<file path="src/rtl/l1_mem_arbiter.sv">
// l1_mem_arbiter: shares one main-memory port between the L1 icache and L1 dcache, round-robin on ties.
// Latency: grant in the request cycle, mem_req_o the next cycle, rvalid one cycle after mem_ack_i.
// Backpressure: one transaction in flight; caches hold req until gnt and wait in IDLE while busy.
module l1_mem_arbiter #(
  parameter int ADDR_W = 32,
  parameter int LINE_W = 128
) (
  input  logic              clk_i,
  input  logic              rst_ni,
  // icache side
  input  logic              ic_req_i,
  input  logic [ADDR_W-1:0] ic_addr_i,
  output logic              ic_gnt_o,
  output logic              ic_rvalid_o,
  output logic [LINE_W-1:0] ic_rdata_o,
  // dcache side
  input  logic              dc_req_i,
  input  logic              dc_we_i,
  input  logic [ADDR_W-1:0] dc_addr_i,
  input  logic [LINE_W-1:0] dc_wdata_i,
  output logic              dc_gnt_o,
  output logic              dc_rvalid_o,
  output logic [LINE_W-1:0] dc_rdata_o,
  // memory side
  output logic              mem_req_o,
  output logic              mem_we_o,
  output logic [ADDR_W-1:0] mem_addr_o,
  output logic [LINE_W-1:0] mem_wdata_o,
  input  logic              mem_ack_i,
  input  logic [LINE_W-1:0] mem_rdata_i,
  // status
  output logic              busy_o,
  output logic [31:0]       ic_cnt_o,
  output logic [31:0]       dc_cnt_o
);

  typedef enum logic [1:0] {
    ST_IDLE = 2'd0,
    ST_MEM  = 2'd1,
    ST_RESP = 2'd2
  } state_t;

  // Owner encoding shared by owner_q and last_owner_q.
  localparam logic OWN_IC = 1'b0;
  localparam logic OWN_DC = 1'b1;

  state_t              state_q;
  state_t              state_d;
  logic                owner_q;
  logic                last_owner_q;
  logic [ADDR_W-1:0]   addr_q;
  logic                we_q;
  logic [LINE_W-1:0]   wdata_q;
  logic [LINE_W-1:0]   rdata_q;
  logic [31:0]         ic_cnt_q;
  logic [31:0]         dc_cnt_q;

  logic                grant_ic;
  logic                grant_dc;
  logic                ack_take;

  // Arbitration and next-state: grants only from IDLE, tie goes to whoever did not win last.
  // Grants are masked while reset is asserted so a held request cannot leak a gnt pulse.
  always_comb begin
    state_d  = state_q;
    grant_ic = 1'b0;
    grant_dc = 1'b0;
    ack_take = 1'b0;
    unique case (state_q)
      ST_IDLE: begin
        if (rst_ni) begin
          if (dc_req_i && (!ic_req_i || (last_owner_q == OWN_IC))) begin
            grant_dc = 1'b1;
          end else if (ic_req_i) begin
            grant_ic = 1'b1;
          end
        end
        if (grant_ic || grant_dc) begin
          state_d = ST_MEM;
        end
      end
      ST_MEM: begin
        // Ack only counts while the request is actually on the bus.
        if (mem_ack_i) begin
          ack_take = 1'b1;
          state_d  = ST_RESP;
        end
      end
      ST_RESP: begin
        state_d = ST_IDLE;
      end
      default: begin
        state_d = ST_IDLE;
      end
    endcase
  end

  // State register.
  always_ff @(posedge clk_i or negedge rst_ni) begin
    if (!rst_ni) begin
      state_q <= ST_IDLE;
    end else begin
      state_q <= state_d;
    end
  end

  // Capture the winning request so the memory bus stays stable for the whole transaction.
  always_ff @(posedge clk_i or negedge rst_ni) begin
    if (!rst_ni) begin
      owner_q      <= OWN_IC;
      last_owner_q <= OWN_IC;
      addr_q       <= '0;
      we_q         <= 1'b0;
      wdata_q      <= '0;
    end else if (grant_dc) begin
      owner_q      <= OWN_DC;
      last_owner_q <= OWN_DC;
      addr_q       <= dc_addr_i;
      we_q         <= dc_we_i;
      wdata_q      <= dc_wdata_i;
    end else if (grant_ic) begin
      owner_q      <= OWN_IC;
      last_owner_q <= OWN_IC;
      addr_q       <= ic_addr_i;
      we_q         <= 1'b0;
      wdata_q      <= '0;
    end
  end

  // Latch read data on ack; write-backs return an all-zero line.
  always_ff @(posedge clk_i or negedge rst_ni) begin
    if (!rst_ni) begin
      rdata_q <= '0;
    end else if (ack_take) begin
      rdata_q <= we_q ? '0 : mem_rdata_i;
    end
  end

  // Per-cache grant counters; natural 32-bit wrap.
  always_ff @(posedge clk_i or negedge rst_ni) begin
    if (!rst_ni) begin
      ic_cnt_q <= '0;
      dc_cnt_q <= '0;
    end else begin
      if (grant_ic) begin
        ic_cnt_q <= ic_cnt_q + 32'd1;
      end
      if (grant_dc) begin
        dc_cnt_q <= dc_cnt_q + 32'd1;
      end
    end
  end

  assign ic_gnt_o    = grant_ic;
  assign dc_gnt_o    = grant_dc;

  assign ic_rvalid_o = (state_q == ST_RESP) && (owner_q == OWN_IC);
  assign dc_rvalid_o = (state_q == ST_RESP) && (owner_q == OWN_DC);
  assign ic_rdata_o  = rdata_q;
  assign dc_rdata_o  = rdata_q;

  assign mem_req_o   = (state_q == ST_MEM);
  assign mem_we_o    = mem_req_o & we_q;
  assign mem_addr_o  = addr_q;
  assign mem_wdata_o = wdata_q;

  assign busy_o      = (state_q != ST_IDLE);
  assign ic_cnt_o    = ic_cnt_q;
  assign dc_cnt_o    = dc_cnt_q;

endmodule

</file>
<file path="config.mk">
export PLATFORM = sky130hd
export DESIGN_NAME = l1_mem_arbiter
export DESIGN_NICKNAME = d
export VERILOG_FILES = /design/src/rtl/l1_mem_arbiter.sv
export SDC_FILE = /design/constraint.sdc
export NUM_CORES = 1
export LEC_CHECK = 0
export ABC_CLOCK_PERIOD_IN_PS = 6100
export BUFFER_PORTS_ARGS = -buffer_cell sky130_fd_sc_hd__buf_2
export CORE_AREA = 4 4 316 318
export DETAILED_ROUTE_END_ITERATION = 12
export DIE_AREA = 0 0 320 322
export SETUP_SLACK_MARGIN = 0.3
export SKIP_LAST_GASP = 1
export SYNTH_ARGS = -nofsm -noshare
export SYNTH_HDL_FRONTEND = slang
export SYNTH_SLANG_ARGS = --single-unit
</file>
<file path="constraint.sdc">
create_clock -name clk_i -period 6.1 [get_ports clk_i]
set_clock_uncertainty 0.2 [all_clocks]
set_input_delay 0.305 -clock clk_i [delete_from_list [all_inputs] [get_ports clk_i]]
set_output_delay 0.305 -clock clk_i [all_outputs]
set_load 0.005 [all_outputs]
</file>
* Word-level counts from Yosys, hierarchy flattened
Index checks and enable logic that the tools add are counted.
Operators by class: mux-type cells 22, reductions and logical operators 10, equal/unequal tests 4, add/subtract/negate cells 2, bitwise gates (word level) 2
Operators by type and width (count):
- two-way mux 128 bit | 3
- adder 32 x 1 -> 32 bit, second input constant | 2
- two-way mux 32 bit | 2
- two-way mux 1 bit | 14
- two-way mux 2 bit | 2
- case mux 2 bit (2 select lines) | 1
- nonzero test 2 bit | 2
- logical AND 1 bit | 3
- == test 2 x 1 -> 1 bit, second input constant | 1
- == test 2 bit, second input constant | 1
- zero test 2 bit | 1
- logical OR 1 bit | 2
- != test 2 x 1 -> 1 bit, second input constant | 1
- != test 2 bit, second input constant | 1
- AND reduction 2 bit | 1
- bitwise AND 1 bit | 1
- zero test 1 bit | 1
- inverter 1 bit | 1
Word-level totals: bits in registers 356, bits of input ports 326, logic and storage cells 48, output and inout port bits 487

* Logic depth before layout (Yosys ltp)
depth in word-level cells 9, mapped depth 7, gate-level depth less buffers 6

* Least setup slack after synthesis
Ideal clock, no wire load.
kind register to register, start register dc_cnt_q[15], in the netlist dc_cnt_o[15], end register dc_cnt_q[27], in the netlist dc_cnt_o[27], slack 4015 ps, clock period less this slack 2085 ps, data arrival time 1805 ps, cell stages (with the launch flop) 7, path buffers 1, library setup time 80 ps, required time 5820 ps, cell sequence dfrtp_1 > nand3_2 > or3_4 > or4_4 > buf_6 > nor3_2 > xnor2_1
Between the ends: word-level cells in the longest chain between the ends 1
RTL lines:
- from (decl) | RTL line 56 | logic [31:0] dc_cnt_q;
- from (signal assigned) | RTL line 149 | dc_cnt_q <= dc_cnt_q + 32'd1;
- adder 32 x 1 -> 32 bit | RTL line 149
No other way between the ends. A chain may end at the register's enable or synchronous reset.

* Worst setup path after layout
start input rst_ni, end output dc_gnt_o
Between the ends: word-level cells in the longest chain between the ends 3
RTL lines:
- from (decl) | RTL line 9 | input logic rst_ni,
- two-way mux 1 bit | RTL line 71 | if (rst_ni) begin
- two-way mux 1 bit (2 in a row) | RTL line 69 | unique case (state_q)
- to (decl) | RTL line 21 | output logic dc_gnt_o,
No other way between the ends. The select of a mux whose other input is x is not followed.

==> results_dict.tcl <==
set metrics [dict create \
    hold_violations 0 \
    worstMarginPinSlew_ns 1.26 \
    drt_iter0_markers 921 \
    cts_root_buf "clkbuf_16" \
    wl_per_cell_um 19.6 \
    ys_async_sr_fraction 1.00 \
    final_nets 2994 \
    arrival_ns 3.40 \
    run_status "finished, final reports clean" \
    netlist_instances 1698 \
    ys_types 37 \
    synth_seq_area_share 0.566 \
    clock_path_buffers 3 \
    coreArea_um2 96600 \
    fp.dieW_um 320 \
    synth-edff-count 0 \
    numCtsBuffers 44 \
    cts_tree "done" \
    worstSetupEndpointType "primary output" \
    start_util 0.163 \
    rr_startpoint "state_q[0]$_DFFE_PN0P_" \
    ant_nets 0 \
    fp.dieH_um 322 \
    dpl.hpwl_um 61100 \
    cap_violations 0 \
    path_cells "dlygate4sd3_1 > buf_8 > nand4_1 > buf_12 > inv_4 > buf_4 > buf_2" \
    clkLatencyLatePin_ns 0.58 \
    min_period_over_period 0.641 \
    synth_area_um2 15700 \
    rsz0062_at_grt "no" \
    cts_resized 0 \
    antenna_found_initial 41 \
    wirelength_um 78300 \
    crit_required_ns 5.59 \
    yosysTopAreaCellShare 0.566 \
    crit_family "buffers and inverters" \
    postSynthAreaPerCell_um2 9.27 \
    hold_ws_ns 0.0742 \
    ys_warn_count 0 \
    drt-pass1-iter-count 7 \
    syn-num-nets 2026 \
    ys_ff_latch 356 \
    setup_viol 0 \
    num_rows 114 \
    reg2reg_depth 6 \
    grt_start_max_net_pins 197 \
    port_buffers 812 \
    synth_area_leaders "dfrtp_1 (57%), nand2_1 (11%), buf_4 (6.1%)" \
    synth_largest_area_cell "dfrtp_1" \
    r2r_end "mem_addr_o[29]$_DFFE_PN0P_" \
    leakagePower_nw 13.1 \
    area_growth_pct 58.9 \
    grt_overflow 0 \
    finalMaxSlewViolations 0 \
    worstPathMaxFanout 128 \
    io_pins 813 \
    layout-drive-gt1-share 0.338 \
    total_power_mw 10.5 \
    rrSetupSlack_ns 2.74 \
    critPathKind "primary input to primary output" \
    slowest_delay_ns 0.58 \
    hold_class "primary input to async pin" \
    grt.total_usage 0.145 \
    fillers 10403 \
    grt_pass1_wl_um 110000 \
    tns_ns 0 \
    clock.fmax_ghz 0.256 \
    p_per_area_nw_per_um2 422 \
    dieArea_um2 103000 \
    cp_num_buf_inv 6 \
    maxSlewHeadroom 0.163 \
    synth_top_flop_cell "dfrtp_1" \
    cts_max_level 2 \
    post-route-min-period_ns 3.91 \
    grt_pass1_vias 15674 \
    startpoint_type "primary input" \
    globalplace.congestion 0.831 \
    vias 15551 \
    postCtsSetupRepairBufs 0 \
    drc 0 \
    clock_sinks 356 \
    peakVddDrop_mv 0.217 \
    path_clk_slew_ns 0.06 \
    cp_slowest_cell "inv_4" \
    via_per_inst 3.90 \
]
==> metal layers <==
layer,global-route usage,wire (um),share of wire
met5,0,115,0.0015
met4,0.0595,2950,0.038
met3,0.0481,6680,0.085
met2,0.237,37000,0.47
met1,0.176,31600,0.40
==> synth_stat cells, types with 18 or more instances <==
| cell | count |
|---|---|
| a31oi_1 | 32 |
| buf_4 | 128 |
| clkbuf_1 | 97 |
| dfrtp_1 | 356 |
| nand2_1 | 481 |
| nand2b_1 | 129 |
| nand3_1 | 149 |
| nand4_1 | 18 |
| nor2_1 | 54 |
| o21ai_0 | 128 |
| xnor2_1 | 38 |
| xor2_1 | 24 |
==> cell type report <==
cell class	instances	area (um^2)	share of cell area
tap	1276	1600	0.0638
clock inverter	19	238	0.00950
timing repair buffer	1153	7480	0.299
multi-input combinational	1101	5470	0.219
clock buffer	59	1250	0.0499
inverter	10	40.0	0.00160
sequential	356	8910	0.356
antenna	15	37.5	0.00150
==> kinds of logic after synthesis <==
| group | count (synthesis) | synth area share |
|---|---|---|
| buffers and inverters | 241 | 0.0885 |
| muxes | 1 | 0.000715 |
| and+or+nand+nor | 876 | 0.256 |
| adders and majority gates | 2 | 0.00159 |
| xor gates and xnor gates | 62 | 0.0345 |
| AOI/OAI and AO/OA | 160 | 0.0534 |
| DFF | 356 | 0.566 |
==> metrics by stage <==
step	worst slack, ns	utilization	std cells	cell area (um^2)
CTS	2.22	0.259	3974	25000
floorplan	4.01	-	1698	15700
finish	2.19	0.259	3989	25000
global route	1.95	0.259	3986	25000
detailed placement	2.79	0.209	3569	20200
global placement	2.83	0.209	3569	20200
==> timing repair <==
action | CTS | global route
endpoints found under the hold margin | 356 | 0
hold buffers | 327 | 0
setup endpoints to repair | 0 | 0
==> worst reg2reg max path, cell delays in order, from the launching register on <==
cell	delay (ns)
dfrtp_1	0.41
nand4bb_4	0.21
buf_4	0.53
buf_4	0.99
nand2_1	0.20
a31oi_1	0.21
dlygate4sd3_1	0.56
==> how the worst max path moves through the flow <==
stage | start | endpoint | slack [ns] | depth (start not counted)
after floorplan | dc_cnt_o[15]$_DFFE_PN0P_ | dc_cnt_o[27]$_DFFE_PN0P_ | 4.01 | 6
after global placement | rst_ni | dc_gnt_o | 2.83 | 6
after detailed placement | rst_ni | dc_gnt_o | 2.79 | 6
after CTS | rst_ni | dc_gnt_o | 2.22 | 7
after global routing | rst_ni | dc_gnt_o | 1.95 | 7
final | rst_ni | dc_gnt_o | 2.19 | 7
==> sequential cells by signal, summed over array words and instances, names as in the netlist <==
name	count
dc_rdata_o	128
mem_wdata_o	128
dc_cnt_o	32
ic_cnt_o	32
mem_addr_o	32
state_q	2
last_owner_q	1
we_q	1
==> cell usage in the layout, fill, tap and decap left out, drive strengths merged <==
master         n
dfrtp        356
nor2          54
ha             2
nor2b          2
nand2b       129
inv           14
and4bb         1
and3          10
or4            2
nand3        150
bufinv         4
clkinvlp       5
and4           4
nor3b          1
a31oi         32
nand4bb        1
and2           3
nor4           4
or2            2
o21ai        128
xor2          24
clkbuf        59
buf          826
nor3          10
mux2           1
diode         15
or3            3
dlygate4sd3  327
clkinv         6
nand4         18
nand2        481
and3b          1
xnor2         38
==> power breakdown <==
part	switching, mW	total, mW	leakage [nW]	internal, mW
registers	0.755	4.04	4.59	3.28
logic	2.01	3.79	7.81	1.78
clock network	1.11	2.72	0.713	1.61
total	3.87	10.5	13.1	6.67
(Power assumes the default switching activity.)
